**src/rtl/cos_host_pkg.sv**
```systemverilog
// Shared types and widths for the cosine-engine host and its FIFOs.
package cos_host_pkg;

    localparam int X_W    = 10;
    localparam int Y_W    = 8;
    localparam int INT_W  = 2;
    localparam int FRAC_W = 8;
    localparam int RES_W  = INT_W + FRAC_W;

    typedef enum logic [1:0] {
        IDLE,
        START,
        WAIT,
        PUSH
    } state_t;

    typedef struct packed {
        logic [X_W-1:0] x;
        logic [Y_W-1:0] y;
    } cmd_t;

    typedef struct packed {
        logic              err;
        logic [INT_W-1:0]  ip;
        logic [FRAC_W-1:0] fp;
    } res_t;

endpackage

```
**src/rtl/cos_host_sync_fifo.sv**
```systemverilog
// Synchronous FIFO with a registered first-word-fall-through head stage.
module sync_fifo #(
    parameter int WIDTH = 8,
    parameter int DEPTH = 4
) (
    input  logic             clk,
    input  logic             rst,
    input  logic             wr_en,
    input  logic [WIDTH-1:0] wr_data,
    input  logic             rd_en,
    output logic [WIDTH-1:0] rd_data,
    output logic             full,
    output logic             empty
);

    localparam int AW = $clog2(DEPTH);
    localparam logic [AW:0] FULL_CNT = (AW+1)'(DEPTH);

    logic [WIDTH-1:0] r_mem [DEPTH];
    logic [AW-1:0]    r_wptr;
    logic [AW-1:0]    r_rptr;
    logic [AW:0]      r_mcnt;
    logic             r_hvalid;
    logic [WIDTH-1:0] r_head;

    logic             w_wr;
    logic             w_rd;
    logic             w_load;
    logic [AW:0]      w_total;

    // Occupancy counts the memory plus the head register, so full is exact.
    assign w_total = r_mcnt + {{AW{1'b0}}, r_hvalid};
    assign full    = (w_total == FULL_CNT);
    assign empty   = !r_hvalid;
    assign rd_data = r_head;
    assign w_wr    = wr_en && !full;
    assign w_rd    = rd_en && r_hvalid;
    assign w_load  = (r_mcnt != '0) && (!r_hvalid || w_rd);

    always_ff @(posedge clk) begin
        if (w_wr) begin
            r_mem[r_wptr] <= wr_data;
        end
    end

    always_ff @(posedge clk or negedge rst) begin
        if (!rst) begin
            r_wptr   <= '0;
            r_rptr   <= '0;
            r_mcnt   <= '0;
            r_hvalid <= 1'b0;
            r_head   <= '0;
        end else begin
            if (w_wr) begin
                r_wptr <= r_wptr + AW'(1);
            end
            if (w_load) begin
                r_head <= r_mem[r_rptr];
                r_rptr <= r_rptr + AW'(1);
            end
            r_mcnt <= r_mcnt + {{AW{1'b0}}, w_wr} - {{AW{1'b0}}, w_load};
            if (w_load) begin
                r_hvalid <= 1'b1;
            end else if (w_rd) begin
                r_hvalid <= 1'b0;
            end
        end
    end

endmodule

```
**src/rtl/cos_host.sv**
```systemverilog
// Host for the cosine engine: queues operand pairs, runs one engine operation
// at a time with a done timeout, and queues results for the consumer.
module cos_host
    import cos_host_pkg::*;
#(
    parameter int CMD_DEPTH    = 4,
    parameter int RES_DEPTH    = 4,
    parameter int START_CYCLES = 2,
    parameter int TIMEOUT      = 1023
) (
    input  logic              clk,
    input  logic              rst,
    input  logic              cmd_valid,
    output logic              cmd_ready,
    input  logic [X_W-1:0]    cmd_x,
    input  logic [Y_W-1:0]    cmd_y,
    output logic              eng_start,
    output logic [X_W-1:0]    eng_x,
    output logic [Y_W-1:0]    eng_y,
    input  logic              eng_done,
    input  logic [INT_W-1:0]  eng_intpart,
    input  logic [FRAC_W-1:0] eng_fracpart,
    output logic              res_valid,
    input  logic              res_ready,
    output logic [RES_W-1:0]  res_data,
    output logic              res_err,
    output logic              busy
);

    localparam int SCW = $clog2(START_CYCLES + 1);
    localparam int TW  = $clog2(TIMEOUT + 1);
    localparam logic [SCW-1:0] SC_LAST = SCW'(START_CYCLES - 1);
    localparam logic [TW-1:0]  TO_LAST = TW'(TIMEOUT - 1);

    state_t          r_state;
    state_t          w_next;
    logic [SCW-1:0]  r_scnt;
    logic [TW-1:0]   r_tcnt;
    logic            r_done_q;
    logic [X_W-1:0]  r_eng_x;
    logic [Y_W-1:0]  r_eng_y;
    res_t            r_res;

    cmd_t            w_cmd_in;
    cmd_t            w_cmd_head;
    res_t            w_res_head;
    logic            w_cmd_wr;
    logic            w_cmd_full;
    logic            w_cmd_empty;
    logic            w_res_full;
    logic            w_res_empty;
    logic            w_pop;
    logic            w_push;
    logic            w_rise;
    logic            w_capture;
    logic            w_timeout;

    assign w_cmd_in = {cmd_x, cmd_y};
    assign w_cmd_wr = cmd_valid && cmd_ready;
    assign w_rise   = eng_done && !r_done_q;

    sync_fifo #(
        .WIDTH ($bits(cmd_t)),
        .DEPTH (CMD_DEPTH)
    ) u_cmd_fifo (
        .clk     (clk),
        .rst     (rst),
        .wr_en   (w_cmd_wr),
        .wr_data (w_cmd_in),
        .rd_en   (w_pop),
        .rd_data (w_cmd_head),
        .full    (w_cmd_full),
        .empty   (w_cmd_empty)
    );

    sync_fifo #(
        .WIDTH ($bits(res_t)),
        .DEPTH (RES_DEPTH)
    ) u_res_fifo (
        .clk     (clk),
        .rst     (rst),
        .wr_en   (w_push),
        .wr_data (r_res),
        .rd_en   (res_ready),
        .rd_data (w_res_head),
        .full    (w_res_full),
        .empty   (w_res_empty)
    );

    always_ff @(posedge clk or negedge rst) begin
        if (!rst) begin
            r_state <= IDLE;
        end else begin
            r_state <= w_next;
        end
    end

    // A done edge in the final WAIT cycle takes priority over the timeout.
    always_comb begin
        w_next    = r_state;
        w_pop     = 1'b0;
        w_push    = 1'b0;
        w_capture = 1'b0;
        w_timeout = 1'b0;
        case (r_state)
            IDLE: begin
                if (!w_cmd_empty && !w_res_full) begin
                    w_pop  = 1'b1;
                    w_next = START;
                end
            end
            START: begin
                if (r_scnt == SC_LAST) begin
                    w_next = WAIT;
                end
            end
            WAIT: begin
                if (w_rise) begin
                    w_capture = 1'b1;
                    w_next    = PUSH;
                end else if (r_tcnt == TO_LAST) begin
                    w_timeout = 1'b1;
                    w_next    = PUSH;
                end
            end
            PUSH: begin
                w_push = 1'b1;
                w_next = IDLE;
            end
            default: w_next = IDLE;
        endcase
    end

    always_ff @(posedge clk or negedge rst) begin
        if (!rst) begin
            r_scnt   <= '0;
            r_tcnt   <= '0;
            r_done_q <= 1'b0;
            r_eng_x  <= '0;
            r_eng_y  <= '0;
            r_res    <= '0;
        end else begin
            r_done_q <= eng_done;
            if (w_pop) begin
                r_eng_x <= w_cmd_head.x;
                r_eng_y <= w_cmd_head.y;
                r_scnt  <= '0;
            end else if (r_state == START) begin
                r_scnt <= r_scnt + SCW'(1);
            end
            if (r_state == START) begin
                r_tcnt <= '0;
            end else if (r_state == WAIT) begin
                r_tcnt <= r_tcnt + TW'(1);
            end
            if (w_capture) begin
                r_res <= {1'b0, eng_intpart, eng_fracpart};
            end else if (w_timeout) begin
                r_res <= {1'b1, {RES_W{1'b0}}};
            end
        end
    end

    assign cmd_ready = rst && !w_cmd_full;
    assign eng_start = (r_state == START);
    assign eng_x     = r_eng_x;
    assign eng_y     = r_eng_y;
    assign busy      = (r_state != IDLE);
    assign res_valid = !w_res_empty;
    assign res_data  = {w_res_head.ip, w_res_head.fp};
    assign res_err   = w_res_head.err;

endmodule

```
**config.mk**
```make
export PLATFORM = sky130hd
export DESIGN_NAME = cos_host
export DESIGN_NICKNAME = d
export VERILOG_FILES = /design/src/rtl/cos_host_pkg.sv /design/src/rtl/cos_host_sync_fifo.sv /design/src/rtl/cos_host.sv
export SDC_FILE = /design/constraint.sdc
export NUM_CORES = 1
export LEC_CHECK = 0
export BUFFER_PORTS_ARGS = -buffer_cell sky130_fd_sc_hd__buf_2
export CAP_MARGIN = 0
export CORE_AREA = 2 2 116 118
export DETAILED_ROUTE_END_ITERATION = 10
export DIE_AREA = 0 0 118 120
export PLACE_DENSITY = 0.84
export SETUP_SLACK_MARGIN = 0.4
export SLEW_MARGIN = 20
export SYNTH_ARGS = -nofsm -noshare
export SYNTH_HDL_FRONTEND = slang
export SYNTH_SLANG_ARGS = --single-unit
```
**constraint.sdc**
```tcl
create_clock -name clk -period 4.6 [get_ports clk]
set_input_delay 0.69 -clock clk [delete_from_list [all_inputs] [get_ports clk]]
set_output_delay 0.69 -clock clk [all_outputs]
set_load 0.1 [all_outputs]
```
Word level (Yosys, flattened, before mapping). Memories as Yosys holds them, arrays and structs flattened. A register that Yosys moved wholly into a read port is not among the register bits. Index checks and enable logic that the tools add are counted.

Equal/unequal tests: 10. Reductions and logical operators: 29. Add/sub/neg operators: 12. Multiplexer cells: 27.

Operators with widths (number): two-way mux 11 bit (2); two-way mux 10 bit (2); two-way mux 1 bit (16); adder 3 x 1 -> 3 bit (4); two-way mux 2 bit (6); nonzero test 2 bit (6); adder 10 x 1 -> 10 bit, second input constant (1); adder 2 x 1 -> 2 bit, second input constant (5); == test 10 bit, second input constant (1); logical AND 1 bit (10); one-hot mux 2 bit (4 select lines) (1); logical NOT 1 bit (7); == test 3 bit, second input constant (2); nonzero test 3 bit (2); subtractor 3 x 1 -> 3 bit (2); == test 2 x 1 -> 1 bit, second input constant (2); == test 2 bit, second input constant (2); != test 3 bit, second input constant (1); AND reduction 3 bit (1); logical NOT 2 bit (1); logical OR 1 bit (2); != test 2 x 1 -> 1 bit, second input constant (1); != test 2 bit, second input constant (1).

Output and inout port bits: 33. Word-level logic and storage cells: 97. RAM bits: 116. Memories kept: 2. Input bits: 33. Register bits: 60.

Memory list: u_cmd_fifo.r_mem (words 4, bits a word 18, rd ports 1, clocked after memory_dff 1, write ports 1, RTL line cos_host_sync_fifo.sv:19) `logic [WIDTH-1:0] r_mem [DEPTH];`; u_res_fifo.r_mem (words 4, bits a word 11, rd ports 1, clocked after memory_dff 1, write ports 1, RTL line cos_host_sync_fifo.sv:19).

Longest topological paths before layout. Gate-level depths: netlist of run 1.

Depth in word-level cells: 10. Gate-level depth with buffers: 11.

Modules after synthesis. From an unflattened synthesis of run 1, not the netlist that was laid out.

Cells, all modules: 474. Area total of the unflattened synthesis: 8291.7 µm².

Modules (own cells, without submodules): sync_fifo at u_cmd_fifo (cells each 175, area an instance 3817.4 µm², instances 1, seq. area each 2812.7 µm²); sync_fifo at u_res_fifo (cells each 123, area an instance 2516.2 µm², instances 1, seq. area each 1796.7 µm²); cos_host (cells each 176, area an instance 1958.1 µm², instances 1, seq. area each 1101.1 µm²).

Worst setup path after synthesis of run 1. No wires, ideal clock.

Kind: register to register. From: reg u_res_fifo.r_hvalid. To: reg u_cmd_fifo.r_mcnt[2]. Cell stages (with the launch flop): 12. Data arrival time: 3094 ps. Period minus slack after synthesis: 3217 ps. Library setup time: 123 ps. Required time: 4477 ps. Setup slack: 1383 ps. Cells stage by stage: dfrtp_1 ha_1 ha_1 nor3b_1 a221oi_2 buf_2 ha_1 inv_1 ha_1 fa_1 xnor2_1 xnor2_1.

Word-level cells in the longest chain between the ends: 10.

RTL lines: start: declaration (RTL line cos_host_sync_fifo.sv:23) `logic r_hvalid;`; start signal: assignment (RTL line cos_host_sync_fifo.sv:51) `r_hvalid <= 1'b0;`; start signal: assignment (RTL line cos_host_sync_fifo.sv:63) `r_hvalid <= 1'b1;`; start signal: assignment (RTL line cos_host_sync_fifo.sv:65) `r_hvalid <= 1'b0;`; adder 3 x 1 -> 3 bit (RTL line cos_host_sync_fifo.sv:32) `assign w_total = r_mcnt + {{AW{1'b0}}, r_hvalid};`; == test 3 bit (RTL line cos_host_sync_fifo.sv:33) `assign full = (w_total == FULL_CNT);`; logical NOT 1 bit (RTL line cos_host.sv:107) `if (!w_cmd_empty && !w_res_full) begin`; logical AND 1 bit (RTL line cos_host.sv:107); two-way mux 1 bit (RTL line cos_host.sv:107); two-way mux 1 bit (RTL line cos_host.sv:105) `case (r_state)`; logical AND 1 bit (RTL line cos_host_sync_fifo.sv:37) `assign w_rd = rd_en && r_hvalid;`; logical OR 1 bit (RTL line cos_host_sync_fifo.sv:38) `assign w_load = (r_mcnt != '0) && (!r_hvalid || w_rd);`; logical AND 1 bit (RTL line cos_host_sync_fifo.sv:38); net u_cmd_fifo.w_load (RTL line cos_host_sync_fifo.sv:28) `logic w_load;`; subtractor 3 x 1 -> 3 bit (RTL line cos_host_sync_fifo.sv:61) `r_mcnt <= r_mcnt + {{AW{1'b0}}, w_wr} - {{AW{1'b0}}, w_load};`; end signal: assignment (RTL line cos_host_sync_fifo.sv:61); end: declaration (RTL line cos_host_sync_fifo.sv:22) `logic [AW:0] r_mcnt;`.

The timed path passes the listed nets, and every way through them passes these cells. A chain may end at the register's enable or synchronous reset.

Worst setup path after layout of run 1.
From: reg u_cmd_fifo.r_hvalid. To: out cmd_ready.

Word-level cells in the longest chain between the ends: 4.

RTL lines: start: declaration (RTL line cos_host_sync_fifo.sv:23); start signal: assignment (RTL line cos_host_sync_fifo.sv:51); start signal: assignment (RTL line cos_host_sync_fifo.sv:63); start signal: assignment (RTL line cos_host_sync_fifo.sv:65); adder 3 x 1 -> 3 bit (RTL line cos_host_sync_fifo.sv:32); == test 3 bit (RTL line cos_host_sync_fifo.sv:33); logical NOT 1 bit (RTL line cos_host.sv:164) `assign cmd_ready = rst && !w_cmd_full;`; logical AND 1 bit (RTL line cos_host.sv:164); end: declaration (RTL line cos_host.sv:14) `output logic cmd_ready,`.

Every way passes these cells.

==> results.cfg, run 1 <==
[cells_and_area]
nets = 588
n_fill_cell = 798
syn_to_final_growth_pct = 14.7
layout-drive-gt1-share_pct = 34.4
instances_no_fill = 720
insertedDiodeCount = 0

[floorplanning]
dieArea_um2 = 14200
start_util_pct = 62.9
core_um2 = 13000
io_pins = 66
fp-row-count = 42
die_w_um = 118
die_h_um = 120

[routing]
first_iter_violations = 271
ant_nets = 0
wl_met3_um = 673
post_drt_wl_per_cell_um = 20.2
routed_wirelength_um = 14500
routed.top_layer = met4
remaining_drc_errors = 0
dr.pass1.iters = 4
vias = 4088
wl_met1_um = 5750
wl_met2_um = 7810
viasPerCell = 5.68

[logic_synthesis]
synth_top_family_by_area = multiplexers
synthMuxAreaShare_pct = 15.8
synthXorXnorAreaFrac_pct = 2.02
syn_area_um2 = 8170
yosysUniqueCellTypes = 41
synth_top_area_share_pct = 42.6
syn_avg_cell_area_um2 = 18.2
ys_seq_elements = 205
synth-simple-area-share_pct = 3.40
synth_area_leaders = edfxtp_1 (43%), dfrtp_1 (27%), mux4_2 (8.0%)
synth_compound_area_share_pct = 2.59
synth_common_cells = edfxtp_1 (116), dfrtp_1 (89), mux2_2 (31), mux4_2 (29), inv_1 (25)
synth_edf_count = 116
yosysWarnings = 0
synth_top_flop_cell = edfxtp_1
synthMostInstantiatedCell = edfxtp_1
synthArstFlopShare_pct = 43.4
syn_inst = 450
yosys.area.top_type = edfxtp_1
synth_fa_ha_area_share_pct = 4.17
synth-seq-area-share_pct = 69.9
synth_nets = 509

[clock_network]
clk_pin_slew_ns = 0.06
clk_path_buf_depth = 3
clk_latency_ns = 0.49
holdBufCountCts = 0
cts.htree.levels = 1
cts_tree = yes
cts_resized = 0
cts_root_buf = clkbuf_16
clkSinkCount = 205
cts_setup_buffers = 0
numCtsBuffers = 21

[placement]
gp_congestion = 0.724
port_buffers = 65
dpl.cell_count = 682
dp_hpwl_um = 9230

[critical_path]
critPathKind = flip-flop to output pin
critPathBufInv = 1
cp-end-kind = output pin
reg2reg_from = u_res_fifo.r_hvalid
cp.arrival_ns = 2.28
crit_start = u_cmd_fifo.r_hvalid
start_kind = flip-flop
critPathMaxFanout = 6
critPathMostFrequentCell = ha_1
cp_top_family = buffers and inverters
cpPeakStageDelay_ns = 0.47
crit_chain = ha_1, ha_1, xnor2_1, o31a_1, buf_2
cpMaxStageDelayCell = buf_2
worst_ep_required_time_ns = 3.91

[global_routing]
antenna_found_initial = 0
grt_pass1_wl_um = 24100
overflow = 0
grt_start_max_net_pins = 57
gr-usage-all-layers_pct = 22.1
grt_pass1_vias = 4501

[sta]
clock_skew_ns = 0.00988
period_minus_slack_ns = 2.97
setup_viol = 0
setup_tns_ns = 0
timing.hold.ws_ns = 0.161
fmax_mhz = 336
slew_headroom_pct = 35.2
hold_violations = 0
fin_crit_sh_pct = 64.7
grt_setup_unrepaired = false
tightest_slew_ns = 0.971
slew_violations = 0

[outcome]
status = complete, no violations

[flow_run]
drv_cap = 0

[min_path]
worstHoldPathType = primary input to async pin
[metal layers]
metal	vias up	track usage, %
met3	29	3.75
met4	0	5.95
met1	2109	27.8
met2	101	39.9
li1	1849	-
met5	-	0
[final cells by class]
cell class / instances / area (um2) / area share (%)
Tap cell: 176 / 220 / 2.35
Clock buffer: 29 / 606 / 6.46
Inverter: 25 / 93.8 / 1.00
Multi-Input combinational cell: 206 / 2300 / 24.5
Clock inverter: 9 / 76.3 / 0.815
Sequential cell: 205 / 5710 / 60.9
Timing Repair Buffer: 70 / 365 / 3.90
[per-stage QoR]
stage               setup slack [ns]  utilization [%]  instance area [um2]
floorplan                       1.38                -                 8170
global placement                1.78             66.9                 8690
detailed placement              1.70             66.9                 8690
CTS                             1.64             72.2                 9370
global route                    1.51             72.2                 9370
finish                          1.63             72.2                 9370
[layout by cell type (no fill, tap or decap), types with 5 or more instances in the layout]
master	n
a22o_1	10
mux2_2	31
buf_2	64
xnor2_1	14
ha_1	24
clkbuf_8	5
nand2_1	8
buf_4	6
nor2_1	12
o21ai_0	8
dfrtp_1	89
nor3_1	6
edfxtp_1	116
clkbuf_16	21
inv_1	25
mux2_4	18
and3_1	8
mux4_2	29
clkinv_2	6
[registers in the layout, summed over array words and instances, names as in the netlist]
name / flops
eng_x: 10
eng_y: 8
r_done_q: 1
r_res: 11
r_scnt: 2
r_state: 2
r_tcnt: 10
u_cmd_fifo.r_hvalid: 1
u_cmd_fifo.r_mcnt: 3
u_cmd_fifo.r_mem: 72
u_cmd_fifo.r_rptr: 2
u_cmd_fifo.r_wptr: 2
u_cmd_fifo.rd_data: 18
u_res_fifo.r_hvalid: 1
u_res_fifo.r_mcnt: 3
u_res_fifo.r_mem: 44
u_res_fifo.r_rptr: 2
u_res_fifo.r_wptr: 2
u_res_fifo.rd_data: 11
[kinds of logic after synthesis]
logic type / after synthesis
AO/OA/AOI/OAI: 29
AND/OR/NAND/NOR: 53
adder cells (fa/ha/maj): 26
multiplexers: 80
XOR/XNOR: 18
buffers and inverters: 39
flip-flops: 205
[worst paths after layout]
check                                   endpoint  slack [ns]  cells after the start
max in group asynchronous  u_cmd_fifo.rd_data[5]        3.36                      2
hold reg to reg            u_res_fifo.rd_data[4]        0.50                      1
min in group clk                        r_done_q        0.33                      1
setup / recovery                       cmd_ready        1.63                      5
hold / removal             u_res_fifo.rd_data[1]        0.16                      1
setup reg to reg            u_cmd_fifo.r_mcnt[2]        1.72                     11
Power of run 1 is not shown: default switching activity piles up to over one toggle a cycle in this logic, so the estimate is an artifact.
==> run 2: changes to the inputs <==
CORE_AREA = 2 2 126 128   (was 2 2 116 118)
DIE_AREA = 0 0 128 130   (was 0 0 118 120)
PLACE_DENSITY = 0.75   (was 0.84)
clock period = 2.6 ns   (was 4.6 ns; I/O delays follow)
==> results.cfg, run 2 (synthesis gave the netlist of run 1 again) <==
[critical_path]
critPathMostFrequentCell = ha_4
cp-end-kind = flip-flop
crit_start = u_res_fifo.r_hvalid
critPathKind = flip-flop to flip-flop
rrSetupSlack_ns = 0.22
start_kind = flip-flop
cp.arrival_ns = 2.75
cpMaxStageDelayCell = dfrtp_4
critPathMaxFanout = 2
cpPeakStageDelay_ns = 0.49
worst_ep_required_time_ns = 2.97
crit_chain = ha_4, ha_4, nor3b_4, a221oi_4, ha_4, inv_2, ha_4, fa_2, xnor2_2, xnor2_1
reg2reg_from = u_res_fifo.r_hvalid

[cells_and_area]
syn_to_final_growth_pct = 19.6
layout_common_cells = edfxtp_1 (116), dfrtp_1 (88), buf_2 (62)
insertedDiodeCount = 0
largest_reg_flops = 72
regMostFlops = u_cmd_fifo.r_mem
n_fill_cell = 1078
layout-drive-gt1-share_pct = 40.5
nets = 605
layout_commonest_cell = edfxtp_1
postLayoutCoreUtil_pct = 63.3

[clock_network]
holdBufCountCts = 0
cts_tree = yes
clk_path_buf_depth = 3
clkSinkCount = 205
cts_root_buf = clkbuf_16
numCtsBuffers = 20
cts.htree.levels = 1
clk_latency_ns = 0.48
clk_pin_slew_ns = 0.06

[sta]
period_minus_slack_ns = 2.38
clock_skew_ns = 0.00626
grt_setup_unrepaired = true
slew_violations = 0
fmax_mhz = 421
slew_headroom_pct = 54.1
fin_crit_sh_pct = 91.5
setup_ws_ns = 0.222
hold_violations = 0
tightest_slew_ns = 0.688
setup_tns_ns = 0
timing.hold.ws_ns = 0.0426
setup_viol = 0

[global_routing]
grt_pass1_wl_um = 23400
overflow = 0
antenna_found_initial = 1
gr-usage-all-layers_pct = 18.2
grt_start_max_net_pins = 53
grt_pass1_vias = 4496

[floorplanning]
core_um2 = 15400
fp-row-count = 46
die_h_um = 130
die_w_um = 128
io_pins = 66
dieArea_um2 = 16600
start_util_pct = 53.0

[placement]
gp_congestion = 0.763
dp_hpwl_um = 8910
port_buffers = 65
post-place-ws_ns = 0.198

[routing]
ant_nets = 0
routed_wirelength_um = 15100
dr.pass1.iters = 4
post_drt_wl_per_cell_um = 20.1
remaining_drc_errors = 0
viasPerCell = 5.58
vias = 4193
first_iter_violations = 227

[outcome]
status = complete, no violations

[flow_run]
drv_cap = 0

[min_path]
worstHoldPathType = primary input to flip-flop
worstHoldStart = eng_done
run 2: timing repair:
action	CTS	global route
setup buffers	4	5
pin swaps	2	8
setup endpoints to repair	15	87
gates cloned	0	4
hold endpoints to repair	0	0
resized for setup	6	28
run 2: area by class of cell:
cell class | count | area [um2] | area share, %
well taps | 192 | 240 | 2.46
clock buffers | 28 | 572 | 5.86
clock inverters | 8 | 65.1 | 0.666
inverters | 25 | 97.6 | 0.999
repair buffers | 87 | 573 | 5.87
flip-flops and latches | 205 | 5710 | 58.5
multi-input cells | 207 | 2500 | 25.6
run 2: path summary, 6_finish.rpt:
kind,to,depth (start not counted)
worst max-delay path,u_cmd_fifo.r_mcnt[2],10
worst min-delay path,r_done_q,1
worst max register to register,u_cmd_fifo.r_mcnt[2],10
worst min register to register,u_res_fifo.rd_data[8],1
max in group asynchronous,u_res_fifo.rd_data[2],3
min in group asynchronous,u_res_fifo.r_mcnt[1],2
run 2: stage by stage:
stage,cell area [um2],cells
finish,9770,752
floorplan,8290,450
CTS,9550,743
global placement,8860,703
detailed placement,8860,703
global route,9770,752
run 2: routing by layer:
metal  share of wire (%)  track usage [%]
met1                  42             22.4
met2                  52             33.0
met3                 4.5             4.18
met4                 1.8             4.59
met5               0.073                0
run 2: critical path: cells and delay by family, from the launching register on:
family,cells,cell delay [ns]
AOI/OAI and AO/OA,1,0.11
and+or+nand+nor,1,0.22
buffers and inverters,1,0.04
DFF,1,0.49
xor gates and xnor gates,2,0.26
adders and majority gates,5,1.15
Power of run 2 is left out for the same reason.
